File: src/rtl/ctrl_pkg.sv
// Shared constants for the multi-cycle control FSM: state codes, opcodes,
// datapath select vectors and the instruction class carried between states.
package ctrl_pkg;

    // State encodings (exposed on the state port)
    localparam logic [2:0] ST_FETCH     = 3'd0;
    localparam logic [2:0] ST_DECODE    = 3'd1;
    localparam logic [2:0] ST_EXECUTE   = 3'd2;
    localparam logic [2:0] ST_MEM       = 3'd3;
    localparam logic [2:0] ST_WRITEBACK = 3'd4;
    localparam logic [2:0] ST_TRAP      = 3'd5;

    // Opcodes (low three bits of the opcode field)
    localparam logic [2:0] OP_LW   = 3'd1;
    localparam logic [2:0] OP_SW   = 3'd2;
    localparam logic [2:0] OP_JUMP = 3'd3;
    localparam logic [2:0] OP_ADD  = 3'd4;
    localparam logic [2:0] OP_ADDI = 3'd5;
    localparam logic [2:0] OP_SUB  = 3'd6;

    // Select vectors, bit order {alu, reg, imm, data, mux, jump}
    localparam int unsigned SEL_W = 6;
    localparam logic [SEL_W-1:0] SEL_NONE = 6'b000000;
    localparam logic [SEL_W-1:0] SEL_LW   = 6'b011010;
    localparam logic [SEL_W-1:0] SEL_SW   = 6'b001110;
    localparam logic [SEL_W-1:0] SEL_JUMP = 6'b000001;
    localparam logic [SEL_W-1:0] SEL_ADD  = 6'b010000;
    localparam logic [SEL_W-1:0] SEL_ADDI = 6'b011000;
    localparam logic [SEL_W-1:0] SEL_SUB  = 6'b110000;

    // Instruction class, decides the path after DECODE
    typedef enum logic [1:0] {OpLoad, OpStore, OpJump, OpAlu} op_class_e;

endpackage

File: src/rtl/ctrl_decode.sv
// Combinational opcode decode: select vector, instruction class and legality.
// Any opcode with bits above bit 2 set, or low bits 0/7, is undefined.
module ctrl_decode
    import ctrl_pkg::*;
#(
    parameter int unsigned OPCODE_W = 3
) (
    input  logic [OPCODE_W-1:0] opcode,
    output logic [SEL_W-1:0]    sel,
    output op_class_e           op_class,
    output logic                legal
);

    logic       upper_set;
    logic [2:0] low;

    assign low = opcode[2:0];

    if (OPCODE_W > 3) begin : g_upper
        assign upper_set = |opcode[OPCODE_W-1:3];
    end else begin : g_no_upper
        assign upper_set = 1'b0;
    end

    // Table lookup; undefined opcodes decode to all-zero selects
    always_comb begin
        sel      = SEL_NONE;
        op_class = OpAlu;
        legal    = 1'b0;
        if (!upper_set) begin
            case (low)
                OP_LW:   begin sel = SEL_LW;   op_class = OpLoad;  legal = 1'b1; end
                OP_SW:   begin sel = SEL_SW;   op_class = OpStore; legal = 1'b1; end
                OP_JUMP: begin sel = SEL_JUMP; op_class = OpJump;  legal = 1'b1; end
                OP_ADD:  begin sel = SEL_ADD;  op_class = OpAlu;   legal = 1'b1; end
                OP_ADDI: begin sel = SEL_ADDI; op_class = OpAlu;   legal = 1'b1; end
                OP_SUB:  begin sel = SEL_SUB;  op_class = OpAlu;   legal = 1'b1; end
                default: ;
            endcase
        end
    end

endmodule

File: src/rtl/mc_control_fsm.sv
// Multi-cycle processor control FSM with registered datapath selects,
// per-cycle strobes and a retired-instruction counter.
// Build option: CTRL_ILLEGAL_TRAP_EN makes undefined opcodes enter a sticky
// TRAP state; without it they retire as NOPs.
module mc_control_fsm
    import ctrl_pkg::*;
#(
    parameter int unsigned OPCODE_W = 3,
    parameter int unsigned CNT_W    = 16
) (
    input  logic                clk,
    input  logic                reset,
    input  logic [OPCODE_W-1:0] opcode,
    input  logic                mem_ready,
    output logic                aluSelect,
    output logic                regSelect,
    output logic                immSelect,
    output logic                dataSelect,
    output logic                muxSelect,
    output logic                jumpSelect,
    output logic                pc_write,
    output logic                ir_write,
    output logic                reg_write,
    output logic                mem_read,
    output logic                mem_write,
    output logic [2:0]          state,
    output logic [CNT_W-1:0]    retired,
    output logic                illegal
);

    if (OPCODE_W < 3) begin : g_bad_opcode_w
        $error("mc_control_fsm: OPCODE_W must be at least 3");
    end

    logic [2:0]       state_q, state_d;
    logic [SEL_W-1:0] sel_q;
    op_class_e        cls_q;
    logic [CNT_W-1:0] retired_q;
    logic             latch_sel;
    logic             retire_inc;

    logic [SEL_W-1:0] dec_sel;
    op_class_e        dec_cls;
    logic             dec_legal;

    ctrl_decode #(
        .OPCODE_W (OPCODE_W)
    ) u_decode (
        .opcode   (opcode),
        .sel      (dec_sel),
        .op_class (dec_cls),
        .legal    (dec_legal)
    );

`ifdef CTRL_ILLEGAL_TRAP_EN
    logic illegal_q;
    logic set_illegal;
`endif

    // Next-state and strobe generation
    always_comb begin
        state_d    = state_q;
        pc_write   = 1'b0;
        ir_write   = 1'b0;
        reg_write  = 1'b0;
        mem_read   = 1'b0;
        mem_write  = 1'b0;
        latch_sel  = 1'b0;
        retire_inc = 1'b0;
`ifdef CTRL_ILLEGAL_TRAP_EN
        set_illegal = 1'b0;
`endif
        case (state_q)
            ST_FETCH: begin
                mem_read = 1'b1;
                if (mem_ready) begin
                    ir_write = 1'b1;
                    pc_write = 1'b1;
                    state_d  = ST_DECODE;
                end
            end
            ST_DECODE: begin
                latch_sel = 1'b1;
                if (!dec_legal) begin
`ifdef CTRL_ILLEGAL_TRAP_EN
                    set_illegal = 1'b1;
                    state_d     = ST_TRAP;
`else
                    retire_inc = 1'b1;
                    state_d    = ST_FETCH;
`endif
                end else if (dec_cls == OpJump) begin
                    pc_write   = 1'b1;
                    retire_inc = 1'b1;
                    state_d    = ST_FETCH;
                end else begin
                    state_d = ST_EXECUTE;
                end
            end
            ST_EXECUTE: begin
                state_d = (cls_q == OpLoad || cls_q == OpStore) ? ST_MEM : ST_WRITEBACK;
            end
            ST_MEM: begin
                if (cls_q == OpStore) mem_write = 1'b1;
                else                  mem_read  = 1'b1;
                if (mem_ready) begin
                    if (cls_q == OpStore) begin
                        retire_inc = 1'b1;
                        state_d    = ST_FETCH;
                    end else begin
                        state_d = ST_WRITEBACK;
                    end
                end
            end
            ST_WRITEBACK: begin
                reg_write  = 1'b1;
                retire_inc = 1'b1;
                state_d    = ST_FETCH;
            end
`ifdef CTRL_ILLEGAL_TRAP_EN
            ST_TRAP: state_d = ST_TRAP;
`endif
            default: state_d = ST_FETCH;
        endcase
        // A reset cycle abandons the instruction, so no side effects leak out
        if (reset) begin
            pc_write  = 1'b0;
            ir_write  = 1'b0;
            reg_write = 1'b0;
            mem_read  = 1'b0;
            mem_write = 1'b0;
        end
    end

    // State, select, and counter registers
    always_ff @(posedge clk) begin
        if (reset) begin
            state_q   <= ST_FETCH;
            sel_q     <= SEL_NONE;
            cls_q     <= OpAlu;
            retired_q <= '0;
        end else begin
            state_q <= state_d;
            if (latch_sel) begin
                sel_q <= dec_sel;
                cls_q <= dec_cls;
            end
            if (retire_inc) retired_q <= retired_q + CNT_W'(1);
        end
    end

`ifdef CTRL_ILLEGAL_TRAP_EN
    // Sticky illegal-opcode flag, cleared only by reset
    always_ff @(posedge clk) begin
        if (reset)            illegal_q <= 1'b0;
        else if (set_illegal) illegal_q <= 1'b1;
    end
    assign illegal = illegal_q;
`else
    assign illegal = 1'b0;
`endif

    assign {aluSelect, regSelect, immSelect, dataSelect, muxSelect, jumpSelect} = sel_q;
    assign state   = state_q;
    assign retired = retired_q;

endmodule

File: config.mk
export PLATFORM = sky130hd
export DESIGN_NAME = mc_control_fsm
export DESIGN_NICKNAME = d
export VERILOG_FILES = /design/src/rtl/ctrl_pkg.sv /design/src/rtl/ctrl_decode.sv /design/src/rtl/mc_control_fsm.sv
export SDC_FILE = /design/constraint.sdc
export NUM_CORES = 1
export LEC_CHECK = 0
export ABC_AREA = 1
export BUFFER_PORTS_ARGS = -buffer_cell sky130_fd_sc_hd__buf_2
export CAP_MARGIN = 10
export CORE_MARGIN = 2
export CORE_UTILIZATION = 48
export CTS_BUF_LIST = sky130_fd_sc_hd__clkbuf_16
export DETAILED_ROUTE_END_ITERATION = 16
export GPL_ROUTABILITY_DRIVEN = 0
export GPL_TIMING_DRIVEN = 0
export PLACE_DENSITY = 0.73
export SKIP_LAST_GASP = 1
export SLEW_MARGIN = 10
export SYNTH_ARGS = -nofsm -noshare
export SYNTH_HDL_FRONTEND = slang
export SYNTH_HIERARCHICAL = 1
export SYNTH_SLANG_ARGS = --single-unit
export TNS_END_PERCENT = 50
File: constraint.sdc
create_clock -name clk -period 1.4 [get_ports clk]
set_input_delay 0.14 -clock clk [delete_from_list [all_inputs] [get_ports clk]]
set_output_delay 0.14 -clock clk [all_outputs]
set_load 0.005 [all_outputs]
==> results of run 1 <==
[final cells by class]
class	count	area (um^2)	share of cell area, %
flip-flops and latches	27	558	27.9
well taps	44	55.1	2.75
clock inverters	1	7.51	0.375
clock buffers	3	75.1	3.75
inverters	25	96.3	4.81
repair buffers	37	190	9.50
multi-input cells	184	962	48.1
plain buffers	8	57.6	2.88
[how the worst max path moves through the flow]
| stage | cells after the start | start | endpoint |
|---|---|---|---|
| finish | 6 | state[0] | ir_write |
| global route | 6 | state[2] | pc_write |
| CTS | 6 | state[0] | pc_write |
| detailed placement | 8 | retired[0] | retired[14] |
| global placement | 8 | retired[0] | retired[14] |
| floorplan | 8 | retired[0] | retired[14] |
[metal layers]
layer  share of wire (%)  routed length [um]  vias to the layer above  GRT usage, %
li1                    -                   -                      867             -
met1                  48                1750                      689          25.8
met2                  46                1660                       33          34.3
met3                 3.9                 141                        6          5.04
met4                 1.9                  70                        0          8.21
met5                   0                   0                        -             0
[Yosys cell counts, types with 2 or more instances]
cell type and count:
nand2_1 67, o211ai_1 2, nor2_2 4, xor2_1 2, nand4_1 6, nand2_2 8, nand3_1 14, buf_6 3
o21ai_0 8, inv_2 5, clkbuf_1 3, inv_1 20, nor2_1 41, dfxtp_1 27, a31oi_1 2, a21oi_1 11
xnor2_1 4, a21oi_2 6
[cells by family (layout without fill, tap and decap cells)]
group / Yosys count / in the layout / synth area share [%]
flip-flops: 27 / 27 / 34.0
other: 1 / 1 / 0.236
AO/OA/AOI/OAI: 32 / 32 / 12.4
buffers and inverters: 33 / 74 / 9.53
XOR/XNOR: 6 / 6 / 3.31
adder cells (fa/ha/maj): 1 / 1 / 0.787
AND/OR/NAND/NOR: 144 / 144 / 39.8
[registers in the layout, summed over array words and instances (netlist names)]
name	count
retired	16
state	3
sel_q	6
cls_q	2
[metrics by stage]
step	worst slack [ns]	cell area [um^2]	power (mW)	cells
2_1_floorplan	0.00876	1590	0.970	244
3_3_place_gp	-0.179	1820	1.04	323
3_5_place_dp	-0.183	1820	1.04	323
4_1_cts	-0.0226	1920	1.71	327
5_1_grt	-0.0854	2000	1.78	329
6_report	0.00612	2000	1.70	329
[worst reg2reg max path, cell delays in order (launching register included)]
cell and delay, ns:
dfxtp_4 0.39, nand2_1 0.09, nor2_4 0.12, buf_4 0.13, nand3_2 0.08, nand3_4 0.09
inv_2 0.06, buf_6 0.14, nand2_1 0.07, a21oi_2 0.05
[power by group through the flow]
stage	clock network, mW	registers, mW	logic (mW)
final	0.664	0.811	0.230
after global routing	0.706	0.815	0.259
after CTS	0.681	0.812	0.214
after detailed placement	0	0.827	0.213
after global placement	0	0.827	0.211
after floorplan	0	0.828	0.142
[layout by cell type, fill, tap and decap left out, drive strengths merged]
master,synthesis,layout
a211oi,1,1
a21oi,17,17
a31oi,2,2
a41oi,1,1
buf,5,42
clkbuf,3,6
clkinvlp,0,1
conb,1,1
dfxtp,27,27
ha,1,1
inv,25,25
nand2,76,76
nand3,16,16
nand4,6,6
nor2,45,45
nor3,1,1
o211ai,2,2
o21ai,9,9
xnor2,4,4
xor2,2,2
[timing repair]
item                       4_1_cts  5_1_grt
buffers inserted                 0        2
gates resized for setup          8       19
hold buffers                     0        0
setup endpoints to repair        7       17
pin swaps                        0        5
==> impl_metrics.toml, run 1 <==
[floorplanning]
die_area_um2 = 3790
initial_utilization_pct = 51.2
row_count = 20
boundaryPins = 37
die_height_um = 61.5
coreArea_um2 = 3100
die_x_um = 61.5

[timing]
rsz0062_at_grt = "yes"
relSlewSlack_pct = 57.0
skew_ns = 0.00332
min_period_ns = 1.39
tightest_slew_ns = 0.644
finalSetupViolCount = 0
fin_crit_sh_pct = 99.6
fmax_ghz = 0.717
hold_violations = 0
drv_slew = 0
timing.hold.ws_ns = 0.178
tns_ns = 0

[power]
power_density_nw_per_um2 = 852
p_int_mw = 1.27
p_comb_share_pct = 13.5
p_leak_nw = 0.892
power.switching_mw = 0.437
irDropWorstVdd_mv = 0.699
p_clk_share_pct = 38.9
power_frac_seq_pct = 47.6
switching_share_pct = 25.6

[synthesis]
ys_ff_latch = 27
yosysTopAreaCell = "dfxtp_1"
ys_warn_count = 6
ys_seq_area_share_pct = 34.0
synth_top_area_share_pct = 34.0
synth_cells = 244
ys.flop_type = "dfxtp_1"
synthTopCellsByArea = "dfxtp_1, nand2_1, nor2_1, inv_1, nand3_1"
synthArstFlopShare_pct = 0
syn_area_per_cell_um2 = 6.51
synth_edf_count = 0
synth.distinct_cells = 29
syn_nets = 251
netlist_area_um2 = 1590

[clock_network]
htree_levels = 1
clock_latency_ns = 0.27
clock-sinks = 27
cts_tree = "done"
cts_root_buffer = "clkbuf_16"
clockBufferDepth = 2
numCtsBuffers = 3
clkTransAtPathRegs_ns = 0.07

[global_routing]
grt_overflow = 0
grt_usage_pct = 20.7
antenna_found_initial = 0
grt_max_degree = 17
grt_pass1_vias = 1347
grt_pass1_wl_mm = 5.78

[detailed_routing]
initialDrtViolationCount = 45
first_pass_iters = 4
viasPerCell = 4.85
drt-wirelength-per-cell_um = 11.0
drc = 0
finalWirelength_mm = 3.62
vias = 1595
antenna_left = 0

[setup_path]
critPathMaxFanout = 4
cp_slowest_cell = "dfxtp_4"
path_cells = "inv_2 > nand3_2 > nor2_4 > inv_1 > nor2_1 > buf_2"
r2r-start = "state[1]"
start_kind = "register"
critical_path_class = "reg2out"
r2r_cells = 9
cp_top_family = "flip-flops"
reg2reg_to = "retired[6]"
cp-end-kind = "output port"
required_ns = 1.26
worst-path-buf-inv = 3
arrival_ns = 1.25
max_stage_delay_ns = 0.36
r2r_setup_slack_ns = 0.04

[finish]
fillCellCount = 312
areaGrowthSynthToFinish_pct = 26.0
antennaDiodeCount = 0
drive_gt1_share_pct = 30.5
finish.utilization_pct = 64.5
nNetsFinal = 293

[flow_run]
maxCapViolCount = 0

[hold_path]
whs_endpoint = "sel_q[1]"
hold_path_depth = 4
hold_class = "in2reg"
hp-start = "reset"

[placement]
numPortBuffers = 35
hpwlAfterDp_mm = 2.65

[run_status]
status = "finished clean"
Note: power is estimated with default switching activity, not from simulation.
==> run 2, diff against run 1 <==
CELL_PAD_IN_SITES_DETAIL_PLACEMENT = 2   (was unset)
CELL_PAD_IN_SITES_GLOBAL_PLACEMENT = 2   (was unset)
CORE_UTILIZATION = 25   (was 48)
GPL_ROUTABILITY_DRIVEN = 1   (was 0)
PLACE_DENSITY = 0.72   (was 0.73)
==> run 2 against run 1 <==
Routed wire length up 49%. Via count rose by 11%. Flip-flop and latch count stayed put. Global-route usage fell by 5.2 points. Sequential share of layout area is 1.5 points lower. Critical path depth unchanged. Clock power grew 4.5%. Worst hold slack got worse by 0.0040 ns. Clock skew grew 0.00077 ns. Final area up 7.5%. Critical path type unchanged. Critical endpoint is now pc_write. Largest power group unchanged.
==> impl_metrics.toml, run 2 (synthesized netlist as in run 1, its figures left out) <==
[finish]
largest_reg_flops = 16
areaGrowthSynthToFinish_pct = 35.4
drive_gt1_share_pct = 38.6
stdcell_count = 370
antennaDiodeCount = 0
design_area_um2 = 2150
mostFrequentLayoutCells = "nand2_1, buf_2, nor2_1, inv_1, dfxtp_1"
final_common_cell = "nand2_1"
nNetsFinal = 301

[timing]
fin_crit_sh_pct = 99.2
rsz0062_at_grt = "yes"
min_period_ns = 1.39
finalSetupViolCount = 0
hold_violations = 0
skew_ns = 0.00410
drv_slew = 0
fmax_ghz = 0.720
relSlewSlack_pct = 54.0
tightest_slew_ns = 0.690

[placement]
place_inst = 356
hpwlAfterDp_mm = 3.75
numPortBuffers = 35
gp_congestion = 0.756
placed_area_um2 = 1860

[detailed_routing]
drc = 0
finalWirelength_mm = 5.38
drt-wirelength-per-cell_um = 14.5
initialDrtViolationCount = 31
first_pass_iters = 4
vias = 1776
antenna_left = 0
viasPerCell = 4.80

[hold_path]
hold_class = "in2reg"
hp-start = "reset"
whs_endpoint = "sel_q[1]"
hold_path_depth = 4

[power]
irDropWorstVdd_mv = 0.441
p_clk_share_pct = 39.3
p_comb_share_pct = 14.7
p_leak_nw = 0.941
power_density_nw_per_um2 = 822
power_frac_seq_pct = 46.0
power.switching_mw = 0.490
switching_share_pct = 27.7
p_int_mw = 1.28

[setup_path]
r2r_cells = 8
reg2reg_to = "retired[13]"
required_ns = 1.26
critical_path_class = "reg2out"
cp-end-kind = "output port"
r2r-start = "state[2]"
arrival_ns = 1.25
start_kind = "register"
critPathMaxFanout = 3
r2r_setup_slack_ns = 0.07

[global_routing]
grt_pass1_vias = 1837
grt_max_degree = 16
antenna_found_initial = 0
grt_overflow = 0
grt_pass1_wl_mm = 8.80
grt_usage_pct = 15.5

[floorplanning]
coreArea_um2 = 6240
die_x_um = 83.7
row_count = 29
die_height_um = 83.7
initial_utilization_pct = 25.5
die_area_um2 = 7010
boundaryPins = 37

[clock_network]
clock_latency_ns = 0.27
cts_tree = "done"
clockBufferDepth = 2
clock-sinks = 27
htree_levels = 1
numCtsBuffers = 3
cts_root_buffer = "clkbuf_16"
clkTransAtPathRegs_ns = 0.07

[flow_run]
maxCapViolCount = 0

[run_status]
status = "finished clean"
## run 2: cell count changes in the layout (fill, tap and decap cells not counted), moves of 2 or more
cell	before	now
buf_4	3	10
dfxtp_1	21	14
dfxtp_2	2	9
nor2_1	38	34
nor2_2	3	7
inv_1	19	17
nand2_1	66	64
nand2_2	8	10
nand3_1	12	10
## run 2: critical path, cell delays in order, from the launching register on
cell     delay (ns)
dfxtp_4        0.37
inv_4          0.08
nand2_4        0.06
nor2_4         0.12
a41oi_2        0.12
nor2_1         0.11
buf_2          0.13
## run 2: power by group through the flow
stage,combinational [mW],clock (mW),sequential (mW)
global route,0.294,0.748,0.818
finish,0.260,0.694,0.814
detailed placement,0.227,0,0.830
floorplan,0.142,0,0.828
global placement,0.221,0,0.829
CTS,0.251,0.713,0.811
## run 2: per-layer routing
layer | routed length [um] | track usage, % | vias up
li1 | - | - | 873
met3 | 159 | 1.88 | 4
met4 | 64 | 4.84 | 0
met1 | 2430 | 19.6 | 871
met5 | 0 | 0 | -
met2 | 2720 | 27.2 | 28
## run 2: final cells by class
type	instances	area (um^2)
buffer	8	57.6
clock buffer	3	75.1
clock inverter	1	5.00
fill	785	4090
inverter	25	98.8
multi-input combinational	184	998
sequential	27	567
tap	77	96.3
timing repair buffer	45	254
## run 2: how the worst max path moves through the flow
| stage | from | endpoint | slack [ns] | depth (start not counted) |
|---|---|---|---|---|
| CTS | retired[0] | retired[14] | -0.02 | 8 |
| finish | state[2] | pc_write | 0.01 | 6 |
| global placement | retired[0] | retired[14] | -0.21 | 8 |
| floorplan | retired[0] | retired[14] | 0.009 | 8 |
| global route | state[0] | mem_write | -0.07 | 5 |
| detailed placement | retired[0] | retired[14] | -0.21 | 8 |
## run 2: timing repair
item                                   in CTS  in global routing
resized for setup                          21                 27
hold buffers                                0                  0
buffers inserted                            5                  5
setup endpoints to repair                  19                 18
gates cloned                                0                  0
pin swaps                                   3                  4
endpoints found under the hold margin       0                  0
## run 2: metrics by stage
step	setup WS (ns)	hold slack (ns)	TNS (ns)	util [%]	power, mW
2_1_floorplan	0.00876	0.315	0	-	0.970
3_5_place_dp	-0.210	0.473	-1.11	29.8	1.06
4_1_cts	-0.0171	0.177	-0.0372	32.6	1.78
5_1_grt	-0.0701	0.193	-0.306	34.5	1.86
3_3_place_gp	-0.207	0.460	-0.620	29.8	1.05
6_report	0.0108	0.174	0	34.5	1.77
